<file path="config.mk">
export PLATFORM = sky130hd
export DESIGN_NAME = reg_bank_initiator_flat
export DESIGN_NICKNAME = d
export VERILOG_FILES = /design/src/rtl/reg_bank_initiator_pkg.sv /design/src/rtl/reg_bank_initiator_if.sv /design/src/rtl/reg_bank_initiator.sv /design/src/flat_wrapper.sv
export SDC_FILE = /design/constraint.sdc
export NUM_CORES = 1
export LEC_CHECK = 0
export ABC_AREA = 1
export BUFFER_PORTS_ARGS = -buffer_cell sky130_fd_sc_hd__clkbuf_2
export CAP_MARGIN = 20
export CORE_ASPECT_RATIO = 1.25
export CORE_MARGIN = 3
export CORE_UTILIZATION = 40
export DETAILED_ROUTE_END_ITERATION = 7
export GPL_ROUTABILITY_DRIVEN = 0
export GPL_TIMING_DRIVEN = 0
export PLACE_DENSITY_LB_ADDON = 0.12
export SETUP_SLACK_MARGIN = 0.5
export SLEW_MARGIN = 30
export SYNTH_ARGS = -nofsm -noshare
export SYNTH_HDL_FRONTEND = slang
export SYNTH_SLANG_ARGS = --single-unit
</file>
<file path="constraint.sdc">
create_clock -name clk -period 3 [get_ports clk]
set_input_delay 0.6 -clock clk [delete_from_list [all_inputs] [get_ports clk]]
set_output_delay 0.6 -clock clk [all_outputs]
set_load 0.01 [all_outputs]
</file>
<file path="src/rtl/reg_bank_initiator_pkg.sv">
// reg_bank_initiator_pkg: command op codes and FSM states shared by the initiator and its users
package reg_bank_initiator_pkg;
    typedef enum logic [1:0] {
        OP_READ  = 2'b00,
        OP_WRITE = 2'b01,
        OP_FILL  = 2'b10,
        OP_RSVD  = 2'b11
    } op_e;
    typedef enum logic [2:0] {
        S_IDLE,
        S_WRITE,
        S_READ,
        S_FILL,
        S_RESP
    } state_e;
endpackage

</file>
<file path="src/rtl/reg_bank_initiator_if.sv">
// reg_bank_initiator_if: command, response and bank-port signals between initiator and its environment
interface reg_bank_initiator_if
    import reg_bank_initiator_pkg::*;
#(
    parameter int WIDTH = 8,
    parameter int DEPTH = 4
);
    localparam int AW = $clog2(DEPTH);
    logic             cmd_valid;
    logic             cmd_ready;
    op_e              cmd_op;
    logic [AW-1:0]    cmd_addr;
    logic [WIDTH-1:0] cmd_wdata;
    logic             rsp_valid;
    logic             rsp_ready;
    logic [WIDTH-1:0] rsp_data;
    logic             rsp_err;
    logic [AW-1:0]    bank_addr;
    logic             bank_write_en;
    logic [WIDTH-1:0] bank_data_in;
    logic [WIDTH-1:0] bank_data_out;
    modport master (
        input  cmd_valid, cmd_op, cmd_addr, cmd_wdata, rsp_ready, bank_data_out,
        output cmd_ready, rsp_valid, rsp_data, rsp_err, bank_addr, bank_write_en, bank_data_in
    );
    modport slave (
        output cmd_valid, cmd_op, cmd_addr, cmd_wdata, rsp_ready, bank_data_out,
        input  cmd_ready, rsp_valid, rsp_data, rsp_err, bank_addr, bank_write_en, bank_data_in
    );
endinterface

</file>
<file path="src/rtl/reg_bank_initiator.sv">
// reg_bank_initiator: turns READ/WRITE/FILL commands into register_bank port cycles, one response per command
module reg_bank_initiator
    import reg_bank_initiator_pkg::*;
#(
    parameter int WIDTH = 8,
    parameter int DEPTH = 4
) (
    input logic                  clk,
    input logic                  reset,
    reg_bank_initiator_if.master bus
);
    localparam int AW = $clog2(DEPTH);
    localparam logic [AW:0]   DEPTH_W = (AW + 1)'(DEPTH);
    localparam logic [AW-1:0] LAST    = AW'(DEPTH - 1);

    state_e           state_q, state_d;
    logic [AW-1:0]    bank_addr_q, bank_addr_d;
    logic [WIDTH-1:0] bank_data_in_q, bank_data_in_d;
    logic             bank_we_q, bank_we_d;
    logic             rsp_valid_q, rsp_valid_d;
    logic [WIDTH-1:0] rsp_data_q, rsp_data_d;
    logic             rsp_err_q, rsp_err_d;
    logic             cmd_err;

    // Reserved op, or an address past the last entry on READ/WRITE; FILL ignores cmd_addr
    assign cmd_err = bus.cmd_op == OP_RSVD || (bus.cmd_op != OP_FILL && {1'b0, bus.cmd_addr} >= DEPTH_W);

    assign bus.cmd_ready     = state_q == S_IDLE;
    assign bus.rsp_valid     = rsp_valid_q;
    assign bus.rsp_data      = rsp_data_q;
    assign bus.rsp_err       = rsp_err_q;
    assign bus.bank_addr     = bank_addr_q;
    assign bus.bank_write_en = bank_we_q;
    assign bus.bank_data_in  = bank_data_in_q;

    // State and output registers; reset abandons any command and drops a pending response
    always_ff @(posedge clk) begin
        if (reset) begin
            state_q        <= S_IDLE;
            bank_addr_q    <= '0;
            bank_data_in_q <= '0;
            bank_we_q      <= 1'b0;
            rsp_valid_q    <= 1'b0;
            rsp_data_q     <= '0;
            rsp_err_q      <= 1'b0;
        end else begin
            state_q        <= state_d;
            bank_addr_q    <= bank_addr_d;
            bank_data_in_q <= bank_data_in_d;
            bank_we_q      <= bank_we_d;
            rsp_valid_q    <= rsp_valid_d;
            rsp_data_q     <= rsp_data_d;
            rsp_err_q      <= rsp_err_d;
        end
    end

    // Next state: one bank cycle for READ/WRITE, DEPTH cycles for FILL, straight to RESP on error
    always_comb begin
        state_d = state_q;
        case (state_q)
            S_IDLE: begin
                if (bus.cmd_valid) begin
                    state_d = cmd_err ? S_RESP :
                              bus.cmd_op == OP_WRITE ? S_WRITE :
                              bus.cmd_op == OP_READ ? S_READ : S_FILL;
                end
            end
            S_WRITE: state_d = S_RESP;
            S_READ:  state_d = S_RESP;
            S_FILL:  state_d = bank_addr_q == LAST ? S_RESP : S_FILL;
            S_RESP:  state_d = bus.rsp_ready ? S_IDLE : S_RESP;
            default: state_d = S_IDLE;
        endcase
    end

    // Output values for the next cycle; bank address/data hold when idle, write enable qualifies them
    always_comb begin
        bank_addr_d    = bank_addr_q;
        bank_data_in_d = bank_data_in_q;
        bank_we_d      = bank_we_q;
        rsp_valid_d    = rsp_valid_q;
        rsp_data_d     = rsp_data_q;
        rsp_err_d      = rsp_err_q;
        case (state_q)
            S_IDLE: begin
                if (bus.cmd_valid && cmd_err) begin
                    rsp_valid_d = 1'b1;
                    rsp_err_d   = 1'b1;
                    rsp_data_d  = '0;
                end else if (bus.cmd_valid) begin
                    bank_addr_d    = bus.cmd_op == OP_FILL ? '0 : bus.cmd_addr;
                    bank_data_in_d = bus.cmd_op == OP_READ ? bank_data_in_q : bus.cmd_wdata;
                    bank_we_d      = bus.cmd_op != OP_READ;
                end
            end
            S_WRITE: begin
                bank_we_d   = 1'b0;
                rsp_data_d  = '0;
                rsp_valid_d = 1'b1;
            end
            S_READ: begin
                rsp_data_d  = bus.bank_data_out;
                rsp_valid_d = 1'b1;
            end
            S_FILL: begin
                if (bank_addr_q == LAST) begin
                    bank_we_d   = 1'b0;
                    rsp_data_d  = bank_data_in_q;
                    rsp_valid_d = 1'b1;
                end else begin
                    bank_addr_d    = bank_addr_q + 1'b1;
                    bank_data_in_d = bank_data_in_q + 1'b1;
                end
            end
            S_RESP: begin
                if (bus.rsp_ready) begin
                    rsp_valid_d = 1'b0;
                    rsp_err_d   = 1'b0;
                end
            end
            default: bank_we_d = 1'b0;
        endcase
    end
endmodule

</file>
<file path="src/flat_wrapper.sv">
// flat-port wrapper written by rule: the top's interface ports become plain ports
module reg_bank_initiator_flat import reg_bank_initiator_pkg::*;
#(
    parameter int WIDTH = 8,
    parameter int DEPTH = 4
)
  (clk, reset, bus_cmd_valid, bus_cmd_op, bus_cmd_addr, bus_cmd_wdata, bus_rsp_ready, bus_bank_data_out, bus_cmd_ready, bus_rsp_valid, bus_rsp_data, bus_rsp_err, bus_bank_addr, bus_bank_write_en, bus_bank_data_in);
  reg_bank_initiator_if #(.WIDTH(WIDTH), .DEPTH(DEPTH)) bus_i ();
  input logic clk;
  input logic reset;
  input wire logic [$bits(bus_i.cmd_valid)-1:0] bus_cmd_valid;
  input wire logic [$bits(bus_i.cmd_op)-1:0] bus_cmd_op;
  input wire logic [$bits(bus_i.cmd_addr)-1:0] bus_cmd_addr;
  input wire logic [$bits(bus_i.cmd_wdata)-1:0] bus_cmd_wdata;
  input wire logic [$bits(bus_i.rsp_ready)-1:0] bus_rsp_ready;
  input wire logic [$bits(bus_i.bank_data_out)-1:0] bus_bank_data_out;
  output wire logic [$bits(bus_i.cmd_ready)-1:0] bus_cmd_ready;
  output wire logic [$bits(bus_i.rsp_valid)-1:0] bus_rsp_valid;
  output wire logic [$bits(bus_i.rsp_data)-1:0] bus_rsp_data;
  output wire logic [$bits(bus_i.rsp_err)-1:0] bus_rsp_err;
  output wire logic [$bits(bus_i.bank_addr)-1:0] bus_bank_addr;
  output wire logic [$bits(bus_i.bank_write_en)-1:0] bus_bank_write_en;
  output wire logic [$bits(bus_i.bank_data_in)-1:0] bus_bank_data_in;
  assign bus_i.cmd_valid = bus_cmd_valid;
  assign bus_i.cmd_op = bus_cmd_op;
  assign bus_i.cmd_addr = bus_cmd_addr;
  assign bus_i.cmd_wdata = bus_cmd_wdata;
  assign bus_i.rsp_ready = bus_rsp_ready;
  assign bus_i.bank_data_out = bus_bank_data_out;
  assign bus_cmd_ready = bus_i.cmd_ready;
  assign bus_rsp_valid = bus_i.rsp_valid;
  assign bus_rsp_data = bus_i.rsp_data;
  assign bus_rsp_err = bus_i.rsp_err;
  assign bus_bank_addr = bus_i.bank_addr;
  assign bus_bank_write_en = bus_i.bank_write_en;
  assign bus_bank_data_in = bus_i.bank_data_in;
  reg_bank_initiator #(.WIDTH(WIDTH), .DEPTH(DEPTH)) u_core (.clk(clk), .reset(reset), .bus(bus_i));
endmodule
</file>
# --- Word-level counts from Yosys, hierarchy flattened ---
# Index checks and enable logic that the tools add are counted.
classes:
  mux: 29
  n_div: 0
  n_lt_le_gt_ge: 0
  n_mul: 0
  reduce_logical: 16
  addsub: 2
  n_bitwise: 1
  n_eq_ne: 15
  shifts: 0
ops:
  columns: ["operator", "count"]
  rows:
  - ["$mux 8", 6]
  - ["$pmux 8 s4", 1]
  - ["$pmux 8 s2", 1]
  - ["$mux 3", 5]
  - ["$pmux 3 s4", 1]
  - ["$reduce_and 4->1", 3]
  - ["$ne 2x2->1 const B", 5]
  - ["$add 8x1->8 const B", 1]
  - ["$mux 2", 4]
  - ["$reduce_bool 4->1", 2]
  - ["$mux 1", 7]
  - ["$eq 2x2->1 const B", 3]
  - ["$eq 3x2->1 const B", 2]
  - ["$reduce_and 3->1", 2]
  - ["$reduce_bool 2->1", 3]
  - ["$reduce_and 5->1", 1]
  - ["$ne 2x1->1 const B", 2]
  - ["$pmux 1 s4", 1]
  - ["$pmux 2 s2", 1]
  - ["$reduce_or 2->1", 2]
  - ["$eq 3x1->1 const B", 1]
  - ["$eq 3x3->1 const B", 1]
  - ["$logic_not 3->1", 1]
  - ["$pmux 1 s3", 1]
  - ["6 further kinds", 6]
word_totals:
  reg_bits: 24
  output_inout_bits: 22
  elab_cells: 70
  mem_count: 0
  latchBits: 0
  mem_bits_rw: 0
  romBits: 0

# --- Logic depth before layout (Yosys ltp) ---
# Gate-level depths: netlist of run 1.
logic_depth:
  depth_word: 6
  mapped_depth: 10

# --- Least setup slack after synthesis of run 1 ---
# OpenSTA, ideal clock, no wires.
synth_timing:
  path_type: "input to register"
  startpoint: "input port bus_cmd_op[0]"
  endpoint: "register u_core.bank_data_in_q[5], in the netlist u_core.bus.bank_data_in[5]"
  required_time_ns: 2.887
  setup_slack_ns: 1.478
  cell_stages: 6
  arrival_time_ns: 1.409
  cell_sequence: "ha_1 > o21ai_4 > nand3_4 > buf_6 > nor2_1 > nor2_1"
synth_via:
  elab_chain_cells: 4
  elab_cells_between_ends: 6
synth_lines:
  columns: ["element", "line", "rtl"]
  rows:
  - ["start, declared", "flat_wrapper.sv:12", "input wire logic [$bits(bus_i.cmd_op)-1:0] bus_cmd_op;"]
  - ["$eq 2x2->1", "reg_bank_initiator.sv:26", "assign cmd_err = bus.cmd_op == OP_RSVD || (bus.cmd_op != OP_FILL && {1'b0, bus.cmd_addr} >= DEPTH_W);"]
  - ["$logic_and 1x1->1", "reg_bank_initiator.sv:86", "if (bus.cmd_valid && cmd_err) begin"]
  - ["$ne 2x2->1 (no source line)", null, null]
  - ["$reduce_and 5->1 (no source line) (*)", null, null]
  - ["end signal, assigned", "reg_bank_initiator.sv:49", "bank_data_in_q <= bank_data_in_d;"]
  - ["end, declared", "reg_bank_initiator.sv:18", "logic [WIDTH-1:0] bank_data_in_q, bank_data_in_d;"]
# Mark *: on every way between the ends. The rest lies on a longest branch, timed or not.
# A chain may end at the register's enable or synchronous reset.

# --- Final worst setup path of run 1 ---
layout_timing:
  startpoint: "register u_core.state_q[2]"
  endpoint: "output port bus_cmd_ready"
layout_via:
  elab_chain_cells: 1
layout_lines:
  columns: ["element", "line", "rtl"]
  rows:
  - ["start, declared", "reg_bank_initiator.sv:16", "state_e state_q, state_d;"]
  - ["start signal, assigned", "reg_bank_initiator.sv:47", "state_q <= state_d;"]
  - ["$logic_not 3->1", "reg_bank_initiator.sv:28", "assign bus.cmd_ready = state_q == S_IDLE;"]
  - ["end, declared", "flat_wrapper.sv:17", "output wire logic [$bits(bus_i.cmd_ready)-1:0] bus_cmd_ready;"]
# No other way between the ends.

==> results of run 1 <==
per-stage QoR:
step | total power [mW] | setup WS [ns] | hold slack (ns) | instances
detailed placement | 0.9059 | 1.216 | 0.4737 | 313
CTS | 1.132 | 1.147 | 0.4860 | 317
finish | 1.121 | 1.149 | 0.4846 | 317
floorplan | 0.7565 | 1.478 | 0.4881 | 229
global route | 1.209 | 1.102 | 0.5059 | 317
global placement | 0.9030 | 1.221 | 0.4663 | 313
worst min path at each step:
stage | endpoint | slack (ns) | cells after the start
floorplan | u_core.bus.rsp_valid | 0.49 | 2
CTS | u_core.bus.rsp_valid | 0.49 | 2
finish | u_core.bus.rsp_valid | 0.48 | 2
detailed placement | u_core.bus.rsp_valid | 0.47 | 2
global route | u_core.bus.rsp_data[6] | 0.51 | 2
global placement | u_core.bus.rsp_data[4] | 0.47 | 2
power by group through the flow:
stage                     logic [mW]  clock network, mW  registers, mW
after floorplan                0.283                  0          0.473
after global placement         0.453                  0          0.450
after detailed placement       0.455                  0          0.451
after CTS                      0.458              0.231          0.443
after global routing           0.517              0.243          0.449
final                          0.452              0.227          0.442
state kept, by name, indices dropped and copies added, names as in the netlist:
signal	cells
u_core.state_q	3
u_core.bus.bank_data_in	8
u_core.bus.bank_write_en	1
u_core.bus.rsp_valid	1
u_core.bus.rsp_err	1
u_core.bus.bank_addr	2
u_core.bus.rsp_data	8
placed cells by master (no fill, tap or decap), drive strengths merged:
cell     n
a211oi   1
a21oi   10
a31oi    1
buf      5
clkbuf  49
dfxtp   24
ha       6
inv     24
nand2   53
nand3   18
nand3b   1
nand4    2
nor2    56
nor3     5
o211ai   1
o21ai   21
o31ai    1
synthesized netlist by cell type, types with 2 or more instances:
master | number | area [um2]
a21oi_1 | 10 | 50.05
buf_2 | 2 | 10.01
buf_6 | 2 | 22.52
dfxtp_1 | 24 | 480.5
ha_1 | 6 | 75.07
inv_1 | 21 | 78.83
inv_2 | 2 | 7.510
nand2_1 | 47 | 176.4
nand2_2 | 6 | 37.54
nand3_1 | 15 | 75.07
nand3_4 | 2 | 35.03
nand4_1 | 2 | 12.51
nor2_1 | 53 | 198.9
nor2_4 | 3 | 33.78
nor3_1 | 5 | 25.02
o21ai_0 | 20 | 100.1
area by class of cell:
class                   instances  area, um2  share of cell area (%)
plain buffers                   5      40.04                   2.195
repair buffers                 45      225.2                   12.35
inverters                      24      92.59                   5.075
multi-input cells             176      882.1                   48.35
well taps                      39      48.80                   2.675
clock buffers                   4      55.05                   3.018
flip-flops and latches         24      480.5                   26.34
routing by layer:
metal  up-vias  GRT usage, %  wire length, um
met5         -             0                0
met2        40         29.96             1827
met4         0         6.506               68
met3         7         2.778              144
met1       713         21.20             1667
li1        835             -                -
critical path: cells and delay by family (launching register included):
family	cells	cell delay, ns
flops	1	0.41
simple gates	2	0.26
buf+inv	2	0.31
logic make-up after synthesis:
family / after synthesis
buffers and inverters: 29
AO/OA/AOI/OAI: 35
AND/OR/NAND/NOR: 135
adder cells (fa/ha/maj): 6
flip-flops: 24
==> run_results.csv, run 1 <==
group,metric,value,unit
detailed_routing,drc,0,
detailed_routing,postRouteAntennaNets,0,
floorplan,die_h,74.36,um
clocking,clock_latency,0.27,ns
clocking,path_clk_slew,0.09,ns
layout,antenna_cells,0,
global_route,grt_max_degree,14,
clocking,ctsRootBufferMaster,"clkbuf_8",
logic_synthesis,seq_area_frac_synth,32.13,%
power_and_ir_drop,internal-power,0.6769,mW
clocking,clkSinkCount,24,
setup_path,crit_chain,"inv_4 -> nand2_2 -> nor2_4 -> clkbuf_2",
setup_path,endpoint,"bus_cmd_ready",
power_and_ir_drop,power.leakage,0.9558,nW
setup_path,slowest_stage,"dfxtp_1",
logic_synthesis,ys_warn_count,0,
global_route,grt_pass1_vias,1393,
logic_synthesis,postSynthRegisterBits,24,
layout,drive_above_1_share,25.18,%
power_and_ir_drop,p_sw_share,39.64,%
setup_path,crit_required,2.40,ns
sta,fin_setup_tns,0,ns
layout,flow.area_growth_from_synthesis,22.01,%
clocking,cts_resized,0,
clocking,cts_made_buffers,3,
detailed_routing,wl_per_cell,11.69,um
power_and_ir_drop,pwr-share-clk,20.2,%
global_route,grt_usage,17.32,%
power_and_ir_drop,pwr-share-comb,40.3,%
power_and_ir_drop,peakVddDrop,0.2283,mV
setup_path,slowest_delay,0.41,ns
clocking,cts_hold_buf,0,
detailed_routing,dr.pass1.iters,4,
place,dp_hpwl,2.917,mm
floorplan,ios,46,
setup_path,worstPathMaxFanout,6,
detailed_routing,vias,1595,
flow_run,max-cap-violations,0,
sta,setup_viol,0,
sta,hold_violations,0,
logic_synthesis,synthXorXnorAreaFrac,0,%
detailed_routing,vias_per_cell,5.032,
floorplan,row_count,24,
clocking,cts_tree,"yes",
sta,worst_pin_slew,0.3581,ns
logic_synthesis,synthesis.area,0.001495,mm2
setup_path,r2r_cells,7,
min_path,hold_path.class,"flop to flop",
status,status,"complete, no violations",
setup_path,timing.rr.end,"u_core.bus.rsp_data[1]",
logic_synthesis,synth-main-ff-cell,"dfxtp_1",
sta,timing.final.crit_period,1.851,ns
place,dpl_cell_area,0.001769,mm2
sta,rsz0062_at_grt,"false",
logic_synthesis,synthArstFlopShare,0,%
floorplan,die_w,60.69,um
global_route,grt-ovfl-total,0,
sta,fmax,540.3,MHz
logic_synthesis,syn_inst,229,
global_route,grt_first_pass_wirelength,6.003,mm
power_and_ir_drop,power.density,614.8,mW/mm2
power_and_ir_drop,p_seq_share,39.4,%
layout,nets,309,
place,portBuffers,45,
sta,slew_violations,0,
setup_path,path_class,"flop to output pin",
logic_synthesis,synth_top_family_by_area,"simple AND/OR/NAND/NOR gates",
setup_path,r2r-start,"u_core.state_q[2]",
layout,fill_cells,375,
setup_path,endpoint_kind,"output pin",
clocking,post_cts_buffers,0,
setup_path,r2r_slack,1.49,ns
power_and_ir_drop,p_switching,0.4446,mW
clocking,clock_path_buffers,2,
sta,slew_headroom,76.04,%
layout,final_cell_area,0.001824,mm2
sta,fin_skew,0.002997,ns
logic_synthesis,muxShareOfSynthArea,0,%
floorplan,core_area,0.003543,mm2
min_path,min_from,"u_core.bus.rsp_valid",
floorplan,die_area,0.004512,mm2
detailed_routing,routed_wl,3.706,mm
sta,finalCritPeriodShare,61.69,%
logic_synthesis,yosys.area_share.adder,5.021,%
setup_path,startpoint_type,"flop",
logic_synthesis,synth_cell_types,25,
floorplan,initial_core_util,42.20,%
setup_path,arrival,1.25,ns
global_route,grt_antenna_before_repair,0,
setup_path,crit_start,"u_core.state_q[2]",
logic_synthesis,syn_nets,259,
logic_synthesis,syn_avg_cell_area,6.529,um2
logic_synthesis,yosys.area_share.simple,40.92,%
detailed_routing,drt_iter0_drc,81,
clocking,cts_max_level,1,
logic_synthesis,synth-compound-area-share,13.05,%
logic_synthesis,synth_edf_count,0,
layout,post-route-util,51.48,%
No activity file was read; power rests on OpenSTA's default activity.
==> run 2, diff against run 1 <==
clock period = 1.7 ns   (was 3 ns; I/O delays follow)
==> run_results.csv, run 2 (synthesis gave the netlist of run 1 again) <==
group,metric,value,unit
global_route,gr-usage-met1,21.09,%
floorplan,row_count,24,
setup_path,r2r-start,"u_core.state_q[2]",
power_and_ir_drop,power.density,1052,mW/mm2
clocking,cts_tree,"yes",
global_route,grt_max_degree,14,
sta,slew_headroom,79.07,%
sta,rsz0062_at_grt,"true",
setup_path,r2r_cells,10,
sta,finalCritPeriodShare,81.83,%
detailed_routing,vias,1676,
global_route,grt_usage,18.61,%
min_path,min_from,"reset",
detailed_routing,postRouteAntennaNets,0,
detailed_routing,drt_iter0_drc,57,
floorplan,core_area,0.003543,mm2
global_route,met3_usage,2.604,%
layout,multi_input_area,0.001008,mm2
global_route,grt_first_pass_wirelength,6.444,mm
layout,drive_above_1_share,37.80,%
floorplan,die_h,74.36,um
min_path,hold_path.class,"input pin to flop",
clocking,clock_latency,0.27,ns
min_path,hold_depth,2,
global_route,use_met2,34.13,%
detailed_routing,drc,0,
setup_path,worstPathMaxFanout,5,
layout,final_cell_area,0.002105,mm2
detailed_routing,routed_wl,4.194,mm
floorplan,die_area,0.004512,mm2
place,dpl_cell_area,0.001809,mm2
clocking,clkSinkCount,24,
setup_path,endpoint_kind,"output pin",
sta,timing.final.crit_period,1.391,ns
layout,layout_common_cells,"nor2_1 (48), nand2_1 (44), clkbuf_2 (44)",
layout,fill_cells,343,
detailed_routing,dr.pass1.iters,5,
setup_path,r2r_slack,0.34,ns
clocking,cts_max_level,1,
floorplan,ios,46,
setup_path,path_class,"flop to output pin",
layout,flow.area_growth_from_synthesis,40.75,%
flow_run,max-cap-violations,0,
clocking,cts_made_buffers,3,
clocking,ctsRootBufferMaster,"clkbuf_8",
detailed_routing,wl_per_cell,12.71,um
sta,fin_skew,0.01052,ns
power_and_ir_drop,peakVddDrop,0.4672,mV
sta,worst_pin_slew,0.3136,ns
place,dp_slack,0.2583,ns
global_route,grt_pass1_vias,1534,
sta,fin_ws,0.3089,ns
sta,slew_violations,0,
sta,fin_setup_tns,0,ns
setup_path,arrival,1.05,ns
detailed_routing,vias_per_cell,5.079,
global_route,grt-ovfl-total,0,
sta,setup_viol,0,
floorplan,die_w,60.69,um
global_route,grt.busiest_layer,"met2",
setup_path,crit_required,1.36,ns
layout,layout_commonest_cell,"nor2_1",
layout,nets,322,
layout,regArea,499.2,um2
layout,antenna_cells,0,
clocking,clock_path_buffers,2,
clocking,path_clk_slew,0.09,ns
floorplan,initial_core_util,42.20,%
setup_path,startpoint_type,"flop",
global_route,grt_antenna_before_repair,0,
sta,fmax,718.9,MHz
status,status,"complete, no violations",
place,portBuffers,45,
place,dp_hpwl,3.031,mm
power_and_ir_drop,power.leakage,1.058,nW
sta,hold_violations,0,
setup_path,timing.rr.end,"u_core.bus.bank_data_in[7]",
min_path,hold_path_end,"u_core.bus.bank_addr[0]",
## run 2: worst max-delay path, cell delays in order (launching register included)
cell and delay (ns):
dfxtp_4 0.38, inv_8 0.08, nand2_4 0.05, nor2_4 0.15, buf_6 0.12
## run 2: final cells by class
class	count	area share [%]
multi-input cells	176	47.92
flip-flops and latches	24	23.72
repair buffers	58	15.87
inverters	24	4.994
clock buffers	4	2.616
plain buffers	5	2.556
well taps	39	2.319
## run 2: how the worst max path moves through the flow
stage                                             to  cells past startpoint               from  slack [ns]
final                                  bus_cmd_ready                      4  u_core.state_q[2]        0.31
after global routing      u_core.bus.bank_data_in[5]                      8  u_core.state_q[1]        0.25
after CTS                              bus_cmd_ready                      4  u_core.state_q[2]        0.32
after detailed placement      u_core.bus.rsp_data[2]                      7      bus_cmd_op[0]        0.26
after global placement        u_core.bus.rsp_data[2]                      7      bus_cmd_op[0]        0.27
after floorplan           u_core.bus.bank_data_in[5]                      9  u_core.state_q[2]        0.43
## run 2: repair_timing
| action | CTS | global route |
|---|---|---|
| resized for setup | 19 | 31 |
| gates cloned | 1 | 0 |
| buffers inserted | 7 | 5 |
| setup endpoints to repair | 23 | 26 |
| hold buffers | 0 | 0 |
| pin swaps | 9 | 8 |
## run 2: routing by layer
metal	vias up	wire [um]	share of wire, %
li1	857	-	-
met1	767	1797	43
met2	46	2129	51
met3	6	194	4.6
met4	0	73	1.7
met5	-	0	0
## run 2: power by group
group          internal [mW]  switching, mW  total [mW]
registers              0.691          0.108       0.799
clock network          0.207          0.190       0.397
logic                  0.434          0.583        1.02
## run 2: stage by stage
stage / hold WS, ns / total power, mW / util [%] / std cells
after floorplan: 0.4017 / 1.371 / - / 229
after CTS: 0.2969 / 2.124 / 55.97 / 325
final: 0.3168 / 2.214 / 59.39 / 330
after detailed placement: 0.4719 / 1.640 / 51.06 / 313
after global placement: 0.4665 / 1.630 / 51.06 / 313
after global routing: 0.3374 / 2.375 / 59.39 / 330
